[src/rtl/qs_lp_drain.sv]
// Single-slot output stage draining an upstream FIFO, with a Q-channel
// handshake that accepts quiesce once drained or denies after a timeout.
module qs_lp_drain #(
  parameter int DATA_W        = 4,
  parameter int DRAIN_TIMEOUT = 8
) (
  input  logic              clk,
  input  logic              reset,
  input  logic              fifo_empty_i,
  input  logic [DATA_W-1:0] fifo_data_i,
  output logic              fifo_pop_o,
  output logic              out_valid_o,
  output logic [DATA_W-1:0] out_data_o,
  input  logic              out_ready_i,
  input  logic              qreqn_i,
  output logic              qacceptn_o,
  output logic              qdeny_o,
  output logic              qactive_o
);

  typedef enum logic [2:0] {
    S_RUN, S_REQUEST, S_STOPPED, S_EXIT, S_DENIED, S_CONTINUE
  } state_t;

  localparam logic [7:0] CNT_MAX = 8'(DRAIN_TIMEOUT - 1);

  state_t            state_q;
  logic [7:0]        cnt_q;
  logic              acc_q, deny_q;
  logic              vld_q;
  logic [DATA_W-1:0] data_q;
  logic              pop_en, drained;

  // The FIFO is frozen only while quiesced or leaving quiescence.
  assign pop_en     = (state_q != S_STOPPED) && (state_q != S_EXIT);
  assign fifo_pop_o = !reset && !fifo_empty_i && (!vld_q || out_ready_i) && pop_en;
  assign drained    = fifo_empty_i && !vld_q;

  assign out_valid_o = vld_q;
  assign out_data_o  = data_q;
  assign qacceptn_o  = acc_q;
  assign qdeny_o     = deny_q;
  assign qactive_o   = !fifo_empty_i || vld_q;

  always_ff @(posedge clk) begin
    if (reset) begin
      vld_q  <= 1'b0;
      data_q <= '0;
    end else if (fifo_pop_o) begin
      vld_q  <= 1'b1;
      data_q <= fifo_data_i;
    end else if (vld_q && out_ready_i) begin
      vld_q  <= 1'b0;
    end
  end

  // Outputs are assigned alongside each transition so they track the state.
  always_ff @(posedge clk) begin
    if (reset) begin
      state_q <= S_RUN;
      cnt_q   <= '0;
      acc_q   <= 1'b1;
      deny_q  <= 1'b0;
    end else begin
      case (state_q)
        S_RUN: begin
          cnt_q <= '0;
          if (!qreqn_i) state_q <= S_REQUEST;
        end
        S_REQUEST: begin
          if (cnt_q != CNT_MAX) cnt_q <= cnt_q + 8'd1;
          if (qreqn_i) begin
            state_q <= S_RUN;
          end else if (drained) begin
            state_q <= S_STOPPED;
            acc_q   <= 1'b0;
          end else if (cnt_q == CNT_MAX) begin
            state_q <= S_DENIED;
            deny_q  <= 1'b1;
          end
        end
        S_STOPPED: begin
          if (qreqn_i) begin
            state_q <= S_EXIT;
            acc_q   <= 1'b1;
          end
        end
        S_EXIT: state_q <= S_RUN;
        S_DENIED: begin
          if (qreqn_i) begin
            state_q <= S_CONTINUE;
            deny_q  <= 1'b0;
          end
        end
        S_CONTINUE: state_q <= S_RUN;
        default: begin
          state_q <= S_RUN;
          acc_q   <= 1'b1;
          deny_q  <= 1'b0;
        end
      endcase
    end
  end

endmodule

[config.mk]
export PLATFORM = sky130hd
export DESIGN_NAME = qs_lp_drain
export DESIGN_NICKNAME = d
export VERILOG_FILES = /design/src/rtl/qs_lp_drain.sv
export SDC_FILE = /design/constraint.sdc
export NUM_CORES = 1
export LEC_CHECK = 0
export ABC_AREA = 1
export CELL_PAD_IN_SITES_DETAIL_PLACEMENT = 0
export CELL_PAD_IN_SITES_GLOBAL_PLACEMENT = 2
export CORE_MARGIN = 3
export CORE_UTILIZATION = 30
export CTS_CLUSTER_DIAMETER = 80
export CTS_CLUSTER_SIZE = 25
export DETAILED_ROUTE_END_ITERATION = 8
export PLACE_DENSITY = 0.93
export SETUP_SLACK_MARGIN = 0.3
export SLEW_MARGIN = 5
export SYNTH_ARGS = -nofsm -noshare
export SYNTH_HDL_FRONTEND = slang
export SYNTH_SLANG_ARGS = --single-unit
[constraint.sdc]
create_clock -name clk -period 3.7 [get_ports clk]
set_input_delay 0.74 -clock clk [delete_from_list [all_inputs] [get_ports clk]]
set_output_delay 0.74 -clock clk [all_outputs]
set_load 0.02 [all_outputs]
==> results_dict.tcl, run 1 <==
set metrics [dict create \
    max_freq_mhz 323 \
    slew_headroom_pct 77.4 \
    grt.overflow.total 0 \
    setup_viol 0 \
    globalRouteMet3Util_pct 3.12 \
    syn_nets 161 \
    antenna_found_initial 0 \
    max_stage_delay_ps 550 \
    routed_wl_um 2400 \
    period_share_pct 83.7 \
    die_w_um 64.4 \
    cts_root_buffer "clkbuf_4" \
    regArea_um2 360 \
    grt_usage_pct 12.6 \
    initialDrtViolationCount 49 \
    n_antenna_cell 0 \
    yosysSeqAreaShare_pct 35.2 \
    final_cell_mix "nand2_1, nand3_1, dfxtp_1" \
    first_pass_iters 4 \
    cts_setup_buffers 0 \
    crit_chain "clkdlybuf4s50_1 -> clkinv_1 -> nand4_4 -> inv_1 -> clkdlybuf4s50_1" \
    area_delta_synth_final_pct 24.3 \
    drc 0 \
    cpMostUsedCell "clkdlybuf4s50_1" \
    hp-class "reg2reg" \
    worstSetupStartpointType "primary input" \
    cp_data_required_time_ps 2960 \
    nets 181 \
    portBuffers 17 \
    drv_slew 0 \
    r2r_setup_slack_ps 2260 \
    dieArea_um2 4150 \
    grt-busiest-layer "met2" \
    hold_buffers 0 \
    synth_cells 151 \
    crit_type "in2out" \
    p_leak_uw 0.000539 \
    vdd_ir_drop_max_mv 0.189 \
    multi_input_comb_area_um2 583 \
    status "finished, final reports clean" \
    rows 20 \
    max_slew.worst_pin.slew_ps 339 \
    cts_resized 0 \
    cp_max_fo 9 \
    grt_use_met2_pct 20.2 \
    yosysUniqueCellTypes 24 \
    clkLatencyLatePin_ps 300 \
    pre_cts_ws_ps 596 \
    drv_cap 0 \
    yosys_warnings 0 \
    period_needed_ps 3100 \
    worstPathArrival_ps 2360 \
    n_fill_cell 371 \
    synth-seq-cells 18 \
    die_y_um 64.4 \
    syn_area_per_cell_um2 6.79 \
    grt_pass1_wl_um 4170 \
    grt_pass1_vias 945 \
    coreArea_um2 3150 \
    whs_ps 476 \
    clock-sinks 18 \
    vias 1016 \
    ant_nets 0 \
    gp_congestion 0.754 \
    grt_max_degree 11 \
    cp_slowest_cell "clkdlybuf4s50_1" \
    numCtsBuffers 3 \
    routed_via_density 4.75 \
    dp_hpwl_um 1810 \
    hold_viol_final 0 \
    cts_tree "built" \
    layout_setup_ws_ps 604 \
    grt_use_met1_pct 16.5 \
    cts_buffer_depth 2 \
    path_clk_slew_ps 120 \
    htree_levels 1 \
    syn-cell-area_um2 1020 \
    rsz0062_at_grt "false" \
    final_common_cell "nand2_1" \
    finalSetupTns_ps 0 \
    skew_ps 4.31 \
    start_util_pct 32.5 \
    powerDensity_nw_per_um2 474 \
    endpoint_kind "primary output" \
    drive_gt1_share_pct 10.6 \
    ios 18 \
    avgRoutedWirePerCell_um 11.2 \
]
-- flip-flops by register name (all words and copies together) (netlist names) --
| name | flops |
|---|---|
| qdeny_o | 1 |
| state_q | 3 |
| qacceptn_o | 1 |
| cnt_q | 8 |
| out_data_o | 4 |
| out_valid_o | 1 |
-- synthesized netlist by cell type --
library cell | count | share of area [%]
buf_2 | 1 | 0.49
clkbuf_1 | 1 | 0.37
nor2_1 | 17 | 6.2
nand3_1 | 27 | 13
a31oi_1 | 1 | 0.61
dfxtp_1 | 18 | 35
nand3_2 | 1 | 0.98
nor3_1 | 2 | 0.98
inv_6 | 1 | 0.85
ha_1 | 1 | 1.2
o21bai_1 | 1 | 0.73
o21ai_0 | 5 | 2.4
a21o_1 | 1 | 0.73
nand2_1 | 34 | 12
nand2_2 | 4 | 2.4
nand2_4 | 2 | 2.2
nand4_1 | 3 | 1.8
clkinv_1 | 1 | 0.37
nor2_4 | 2 | 2.2
a21oi_1 | 11 | 5.4
or2_2 | 2 | 1.2
nand4_4 | 1 | 2.1
inv_1 | 13 | 4.8
buf_6 | 1 | 1.1
-- cells by family (layout without fill, tap and decap cells) --
family | Yosys count | in the layout | share of synthesized area (%)
adders and majority gates | 1 | 1 | 1.22
buffers and inverters | 18 | 37 | 7.94
AOI/OAI and AO/OA | 19 | 19 | 9.89
DFF | 18 | 18 | 35.2
and+or+nand+nor | 95 | 95 | 45.8
-- worst max-delay path: cells and delay by family --
| kind | cells | cell delay, ps |
|---|---|---|
| simple gates | 1 | 230 |
| buf+inv | 4 | 1390 |
-- layer usage --
metal  wire length (um)  vias to the layer above  share of wire [%]
li1                   -                      538                  -
met1               1180                      454                 49
met2               1100                       20                 46
met3                 96                        4                4.0
met4                 29                        0                1.2
met5                  0                        -                  0
-- final timing paths --
check                                endpoint  cells after the start     startpoint
worst min-delay path            out_data_o[0]                      2  out_data_o[0]
worst max register to register       cnt_q[5]                      7       cnt_q[0]
worst min register to register  out_data_o[0]                      2  out_data_o[0]
worst max-delay path               fifo_pop_o                      5          reset
-- per-stage QoR --
step	cell area, um^2	cells	util [%]	total power, uW
3_5_place_dp	1240	210	39.2	482
6_report	1270	214	40.4	603
5_1_grt	1270	214	40.4	648
3_3_place_gp	1240	210	39.2	481
4_1_cts	1270	214	40.4	610
2_1_floorplan	1020	151	-	412
-- cell type report --
type | count | area share [%]
tap | 44 | 4.32
timing repair buffer | 18 | 13.9
clock buffer | 4 | 2.85
sequential | 18 | 28.3
inverter | 15 | 4.81
multi-input combinational | 115 | 45.8
-- where the power goes --
part	internal (uW)	total, uW	switching [uW]
clock network	60.1	129	68.5
logic	84.3	227	142
registers	216	248	31.8
Power figures use the tool's default switching activity.
==> run 2, diff against run 1 <==
CORE_UTILIZATION = 25   (was 30)
PLACE_DENSITY = 0.84   (was 0.93)
clock period = 2.6 ns   (was 3.7 ns; I/O delays follow)
==> run 2 against run 1 <==
Compared with the run above: sequential power up 42%; combinational power up 41%; register-to-register slack worse by 1100 ps; design area up 2.1%; count of clock-buffer cells in the layout unchanged; largest power group unchanged; highest routed layer unchanged.
==> results_dict.tcl, run 2 (same netlist as run 1, synthesis figures left out) <==
set metrics [dict create \
    worstSetupStartpointType "primary input" \
    hp-class "reg2reg" \
    max_stage_delay_ps 610 \
    path_clk_slew_ps 70 \
    placed_area_um2 1250 \
    endpoint_kind "primary output" \
    grt_usage_pct 10.3 \
    clock-sinks 18 \
    r2r_end "cnt_q[7]" \
    grt_pass1_vias 934 \
    finalPower_uw 904 \
    vdd_ir_drop_max_mv 0.499 \
    cts_setup_buffers 0 \
    hold_buffers 0 \
    wl_met2_um 1160 \
    start_util_pct 27.0 \
    dp.cells 215 \
    vias 1021 \
    slew_headroom_pct 78.0 \
    worstPathArrival_ps 1670 \
    max_slew.worst_pin.slew_ps 330 \
    final_common_cell "nand2_1" \
    min_path_cells 2 \
    drive_gt1_share_pct 11.7 \
    area_delta_synth_final_pct 26.9 \
    max_freq_mhz 457 \
    n_fill_cell 436 \
    cp_slowest_cell "clkdlybuf4s50_1" \
    grt_max_degree 11 \
    cts_root_buffer "clkbuf_8" \
    grt.overflow.total 0 \
    powerDensity_nw_per_um2 695 \
    period_needed_ps 2190 \
    largest_register_ffs 8 \
    coreArea_um2 3800 \
    pre_cts_ws_ps 89.5 \
    fin_cells 219 \
    r2r_cells 7 \
    clkLatencyLatePin_ps 250 \
    n_antenna_cell 0 \
    portBuffers 17 \
    cp_data_required_time_ps 2080 \
    cpMostUsedCell "clkdlybuf4s50_1" \
    regMostFlops "cnt_q" \
    ios 18 \
    final_cell_mix "nand2_1, nand3_1, dfxtp_1" \
    wl_met3_um 86 \
    drv_slew 0 \
    finalSetupTns_ps 0 \
    period_share_pct 84.1 \
    nets 182 \
    drt-met1-wl_um 1150 \
    top_layer_used "met4" \
    routed_via_density 4.66 \
    layout_setup_ws_ps 413 \
    dieArea_um2 4900 \
    numCtsBuffers 3 \
    dp_hpwl_um 1840 \
    path_delay_family "buffers and inverters" \
    avgRoutedWirePerCell_um 11.0 \
    rows 22 \
    critPathBufInv 2 \
    die_w_um 70.0 \
    cts_buffer_depth 2 \
    antenna_found_initial 0 \
    ant_nets 0 \
    crit_chain "clkdlybuf4s50_1 -> nand2_1 -> clkdlybuf4s50_1" \
    r2r_setup_slack_ps 1160 \
    cp_max_fo 2 \
    status "finished, final reports clean" \
    grt_pass1_wl_um 4150 \
    p_leak_uw 0.000553 \
    skew_ps 3.80 \
    htree_levels 1 \
    cts_tree "built" \
    first_pass_iters 4 \
    drv_cap 0 \
    setup_viol 0 \
    drc 0 \
    rsz0062_at_grt "false" \
    gp_congestion 0.811 \
    die_y_um 70.0 \
    routed_wl_um 2410 \
    min_from "out_data_o[0]" \
    final_cell_area_um2 1300 \
    min_to "out_data_o[0]" \
    initialDrtViolationCount 61 \
    crit_type "in2out" \
    hold_viol_final 0 \
    r2r-start "cnt_q[0]" \
]
[run 2: changes by cell type in the layout (fill, tap and decap cells not counted), sizes merged]
cell,previous run,this run
buf,1,2
clkbuf,4,5
clkdlybuf4s50,17,16
[run 2: worst max-delay path by stage]
stage                 startpoint          to  depth (start not counted)
floorplan            out_ready_i  fifo_pop_o                          3
global placement     out_ready_i  fifo_pop_o                          5
detailed placement   out_ready_i  fifo_pop_o                          5
CTS                  out_ready_i  fifo_pop_o                          5
global route        fifo_empty_i   qactive_o                          3
finish              fifo_empty_i   qactive_o                          3
[run 2: area by class of cell]
| cell class | instances | area (um^2) | area share, % |
|---|---|---|---|
| multi-input combinational | 115 | 583 | 44.9 |
| sequential | 18 | 360 | 27.7 |
| timing repair buffer | 19 | 180 | 13.9 |
| inverter | 15 | 61.3 | 4.72 |
| tap | 48 | 60.1 | 4.62 |
| clock buffer | 4 | 55.1 | 4.23 |
[run 2: metrics by stage]
| step | util (%) | hold slack, ps |
|---|---|---|
| floorplan | - | 471 |
| global placement | 32.9 | 456 |
| detailed placement | 32.9 | 463 |
| CTS | 34.3 | 477 |
| global route | 34.2 | 495 |
| finish | 34.2 | 470 |
[run 2: timing repair]
action	4_1_cts	5_1_grt
gates resized for setup	1	2
setup endpoints to repair	1	1
hold endpoints to repair	0	0
[run 2: per-layer routing]
| layer | global-route usage (%) | up-vias |
|---|---|---|
| li1 | - | 539 |
| met1 | 13.2 | 466 |
| met2 | 17.2 | 14 |
| met3 | 3.17 | 2 |
| met4 | 1.28 | 0 |
| met5 | 0 | - |
[run 2: where the power goes]
| group | switching [uW] | total [uW] | internal [uW] |
|---|---|---|---|
| sequential | 43.8 | 352 | 308 |
| combinational | 200 | 320 | 120 |
| clock | 97.7 | 232 | 135 |
[run 2: worst register-to-register path: cells and delay by family, from the launching register on]
| family | cells | cell delay, ps |
|---|---|---|
| flip-flops | 1 | 420 |
| adder cells (fa/ha/maj) | 1 | 220 |
| AND/OR/NAND/NOR | 5 | 590 |
| AO/OA/AOI/OAI | 1 | 150 |
==> RTL edit 1, RTL diff (config.mk and constraints of run 1) <==
The parameter `DATA_W` goes from 4 to 5.
--- a/src/rtl/qs_lp_drain.sv
+++ b/src/rtl/qs_lp_drain.sv
@@ -1,7 +1,7 @@
 // Single-slot output stage draining an upstream FIFO, with a Q-channel
 // handshake that accepts quiesce once drained or denies after a timeout.
 module qs_lp_drain #(
-  parameter int DATA_W        = 4,
+  parameter int DATA_W        = 5,
   parameter int DRAIN_TIMEOUT = 8
 ) (
   input  logic              clk,
Ports: changed (resized fifo_data_i and out_data_o); port bits go from 18 to 20. No check against the original RTL was run, so the function may have changed too.
==> RTL edit 1 against run 1 <==
Power fell by 12%; hold slack got worse by 0.023 ns; setup slack improved by 0.17 ns; sequential cell count rose by 1; routed wire length rose by 2.5%; area after synthesis fell by 0.12%; cell area rose by 2.3%; largest cell class unchanged; largest power group unchanged.
==> RTL edit 1: results (changes against run 1) <==
** Setup path
- The number of cells traversed by the worst register-to-register path is 8 (was 7).
- Worst flop-to-flop path endpoint :: cnt_q[3]$_SDFFE_PP0P_ (was cnt_q[5]$_SDFFE_PP0P_)
- Critical Path Start :: out_ready_i (was reset)
- Capturing instance or port of the critical path :: fifo_pop_o (unchanged)
- Worst-path maximum fanout :: 7 (was 9)
- Register-to-register setup slack :: 2.30 ns (was 2.26 ns)
- Top cell family by delay on the critical path :: buffers and inverters (unchanged)
- Data arrival time of the critical path :: 2.19 ns (was 2.36 ns)

** Timing
- Max-slew violation count :: 0 (unchanged)
- The relative slew slack was 81.6% (was 77.4%).
- Post-Route Skew :: 0.00927 ns (was 0.00431 ns)

** Outcome
- Outcome :: completed (unchanged)

** Power and ir drop
- Leakage power total :: 0.552 nW (was 0.539 nW)
- The worst IR drop on VDD is 0.308 mV (was 0.189 mV).

** Drt
- The total length of routed wires came to 2.47 mm (was 2.40 mm).
- The via count of the routed design is 1,023 (was 1,016).
- Number of DRC violations after detailed-routing iteration 0 :: 51 (was 49)

** Cells and area
- Flip-flop count of the largest register after layout :: 8 (unchanged)
- FILL cells :: 359 (was 371)
- The final layout net count was 186 (was 181).
- The proportion of layout cells with a drive suffix above 1 was 12.1% (was 10.6%).

** Placed design
- Global placement routability congestion :: 0.756 (was 0.754)
- The post-placement cell area came to 1270 µm² (was 1240 µm²).
- The count of buffers inserted at the top-level ports was 19 (was 17).
- Half-perimeter wire length of the detailed placement result :: 1.96 mm (was 1.81 mm)

** Yosys
- The sequential share of the synthesized area came to 37.2% (was 35.2%).
- The share of synthesized flip-flops with an asynchronous set or reset is 0% (unchanged).
- Synth unique cells :: 25 (was 24)
- The number of nets in the synthesized netlist is 162 (was 161).
- Leading post-synthesis cells by cell area :: sky130_fd_sc_hd__dfxtp_1 (37%), sky130_fd_sc_hd__nand3_1 (14%), sky130_fd_sc_hd__nand2_1 (14%) (was sky130_fd_sc_hd__dfxtp_1 (35%), sky130_fd_sc_hd__nand3_1 (13%), sky130_fd_sc_hd__nand2_1 (12%))

** Hold path
- Hold Startpoint :: qacceptn_o$_SDFFE_PP1P_ (was out_data_o[0]$_SDFFE_PP0P_)
- The worst hold endpoint was qacceptn_o$_SDFFE_PP1P_ (was out_data_o[0]$_SDFFE_PP0P_).

** GRT
- Combined global-route utilization of all metal layers :: 12.9% (was 12.6%)
- Global-route wire length before repair :: 4.26 mm (was 4.17 mm)
- Via count of the first global-routing pass :: 991 (was 945)
- Maximum number of pins on one net before global-route repair :: 12 (was 11)

** Clocking
- Clock edge transition at the registers on the reported setup and hold paths :: 0.10 ns (was 0.12 ns)
-- RTL edit 1: worst min-delay path, delay by kind of cell (launching register included) --
kind | cells | cell delay (ns)
flip-flops | 1 | 0.32
AND/OR/NAND/NOR | 2 | 0.10
-- RTL edit 1: cell type report --
class                           instances  share of cell area [%]
Clock buffer                            3                    1.73
Sequential cell                        19                    29.2
Multi-Input combinational cell        115                    44.2
Timing Repair Buffer                   21                    15.8
Tap cell                               44                    4.23
Inverter                               15                    4.51
Clock inverter                          1                   0.384
-- RTL edit 1: logic make-up after synthesis --
kind of cell,after synthesis,synth area share (%)
buffers and inverters,17,6.60
adder cells (fa/ha/maj),1,1.22
AND/OR/NAND/NOR,96,45.6
AO/OA/AOI/OAI,18,9.41
flip-flops,19,37.2
-- RTL edit 1: power by group --
group          internal, W  total, W  switching, W
clock            0.0000403  0.000107     0.0000669
sequential        0.000223  0.000245     0.0000219
combinational    0.0000685  0.000176      0.000107
total             0.000332  0.000528      0.000196
-- RTL edit 1: through the flow --
stage,hold WS (ns),setup WS [ns],instances,util [%],total power [W]
detailed placement,0.440,0.767,214,40.4,0.000428
finish,0.452,0.772,218,41.3,0.000528
global route,0.483,0.671,218,41.3,0.000569
CTS,0.459,0.758,218,41.3,0.000537
global placement,0.437,0.779,214,40.4,0.000426
floorplan,0.459,1.71,151,-,0.000366
-- RTL edit 1: routing by layer --
layer / track usage (%) / vias to the layer above / routed length (µm)
li1: - / 545 / -
met1: 14.9 / 462 / 1130
met2: 23.7 / 14 / 1230
met3: 3.12 / 2 / 80
met4: 3.17 / 0 / 22
met5: 0 / - / 0
==> RTL edit 2, RTL diff (config.mk and constraints of run 1) <==
Made on the original files. Re-encode `state_t` (6 states) as one-hot, 6 bits wide.
--- a/src/rtl/qs_lp_drain.sv
+++ b/src/rtl/qs_lp_drain.sv
@@ -18,8 +18,8 @@
   output logic              qactive_o
 );
 
-  typedef enum logic [2:0] {
-    S_RUN, S_REQUEST, S_STOPPED, S_EXIT, S_DENIED, S_CONTINUE
+  typedef enum logic [5:0] {
+    S_RUN = 6'b000001, S_REQUEST = 6'b000010, S_STOPPED = 6'b000100, S_EXIT = 6'b001000, S_DENIED = 6'b010000, S_CONTINUE = 6'b100000
   } state_t;
 
   localparam logic [7:0] CNT_MAX = 8'(DRAIN_TIMEOUT - 1);
Function: same outputs for any inputs over 10 cycles, from zero or initial values and one cycle with reset high; not proved beyond that.
==> RTL edit 2 against run 1 <==
Synthesized cell count rose by 11%; setup slack got worse by 0.022 ns; largest cell class unchanged; power is 30% higher; cell area rose by 12%; final cell count increased by 9.3%; clock power increased by 17%; routed wire length rose by 9.9%; combinational power up 58%; highest routed layer unchanged; sequential cell count rose by 3; area after synthesis rose by 12%.
==> RTL edit 2: results (changes against run 1) <==
** Yosys
- Post-Synth Adder-Cell Area :: 1.09% (was 1.22%)
- Leading post-synthesis cells by cell area :: sky130_fd_sc_hd__dfxtp_1 (37%), sky130_fd_sc_hd__nand2_1 (11%), sky130_fd_sc_hd__nand3_1 (8.7%) (was sky130_fd_sc_hd__dfxtp_1 (35%), sky130_fd_sc_hd__nand3_1 (13%), sky130_fd_sc_hd__nand2_1 (12%))
- Synth Area in Compound Gates :: 9.57% (was 9.89%)
- Synthesized area divided by synthesized cell count :: 6.89 µm² (was 6.79 µm²)
- The number of nets in the synthesized netlist came to 177 (was 161).
- Xor-xnor portion of the synthesized cell area :: 0% (unchanged)
- The sequential share of the synthesized area is 36.5% (was 35.2%).
- Synth unique cells :: 25 (was 24)

** Timing
- The final clock skew came to 0.00881 ns (was 0.00431 ns).

** Drt
- The via count normalized by instance count is 4.80 (was 4.75).
- The initial detailed-routing violation count was 45 (was 49).

** Cells and area
- Flip-flop count of the largest register after layout :: 8 (unchanged)
- The final layout net count is 199 (was 181).
- The number of antenna diodes was 0 (unchanged).
- Final Non-Filler Cells :: 234 (was 214)

** Placed design
- The final weighted congestion of routability-driven global placement was 0.866 (was 0.754).
- The half-perimeter wire length of the detailed placement result came to 2.10 mm (was 1.81 mm).

** Setup path
- The internal reg-to-reg setup slack is 2.12 ns (was 2.26 ns).
- Worst R2R Path Depth :: 10 (was 7)
- Data arrival time of the critical path :: 2.38 ns (was 2.36 ns)
- Worst flop-to-flop path endpoint :: qdeny_o$_SDFFE_PP0P_ (was cnt_q[5]$_SDFFE_PP0P_)

** GRT
- The maximum number of pins on one net before global-route repair was 13 (was 11).
- Combined global-route utilization of all metal layers :: 12.4% (was 12.6%)
- Global-route wire length before repair :: 4.33 mm (was 4.17 mm)

** Clocking
- Clk Latency, worst-skew pair :: 0.26 ns (was 0.30 ns)
- The clock transition at the register clock pins on the worst setup and hold paths after CTS is 0.07 ns (was 0.12 ns).
- Buffer cell driving the clock tree root :: sky130_fd_sc_hd__clkbuf_8 (was sky130_fd_sc_hd__clkbuf_4)

** Power and ir drop
- The static leakage power was 0.594 nW (was 0.539 nW).

** Outcome
- Outcome :: completed (unchanged)
## RTL edit 2: where the power goes
part	internal (W)	switching [W]
logic	0.000126	0.000232
clock network	0.0000750	0.0000762
registers	0.000253	0.0000218
total	0.000454	0.000330
## RTL edit 2: cell families (layout without fill, tap and decap cells)
logic type / after synthesis / count (layout)
simple gates: 102 / 102
buf+inv: 23 / 44
flops: 21 / 21
compound gates: 20 / 20
fa+ha+maj: 1 / 1
## RTL edit 2: routing by layer
metal,GRT usage (%),routed length [µm],up-vias,part of all wire (%)
li1,-,-,589,-
met1,14.7,1200,500,45
met2,21.4,1270,30,48
met3,3.45,147,4,5.6
met4,3.97,22,0,0.83
met5,0,0,-,0
## RTL edit 2: layout make-up
type / count / area, µm²
Inverter: 22 / 82.6
Sequential cell: 21 / 420
Timing Repair Buffer: 18 / 178
Fill cell: 385 / 2090
Multi-Input combinational cell: 123 / 644
Tap cell: 46 / 57.6
Clock inverter: 1 / 5.00
Clock buffer: 3 / 41.3
## RTL edit 2: how the worst min path moves through the flow
stage	cells past startpoint	slack (ns)	endpoint	from
final	2	0.47	cnt_q[4]$_SDFFE_PP0P_	cnt_q[4]$_SDFFE_PP0P_
after global routing	2	0.50	qacceptn_o$_SDFFE_PP1P_	qacceptn_o$_SDFFE_PP1P_
after CTS	2	0.47	cnt_q[4]$_SDFFE_PP0P_	cnt_q[4]$_SDFFE_PP0P_
after detailed placement	2	0.45	qacceptn_o$_SDFFE_PP1P_	qacceptn_o$_SDFFE_PP1P_
after global placement	2	0.46	qacceptn_o$_SDFFE_PP1P_	qacceptn_o$_SDFFE_PP1P_
after floorplan	2	0.45	cnt_q[4]$_SDFFE_PP0P_	cnt_q[4]$_SDFFE_PP0P_
## RTL edit 2: stage by stage
stage          cell area (µm²)  setup slack (ns)  power, W
2_1_floorplan             1150              1.66  0.000549
3_3_place_gp              1380             0.598  0.000635
3_5_place_dp              1380             0.585  0.000639
4_1_cts                   1430             0.583  0.000793
5_1_grt                   1430             0.409  0.000852
6_report                  1430             0.582  0.000784
## RTL edit 2: critical path, delay by kind of cell
| family | cells | cell delay, ns |
|---|---|---|
| AND/OR/NAND/NOR | 3 | 0.36 |
| buffers and inverters | 3 | 1.28 |
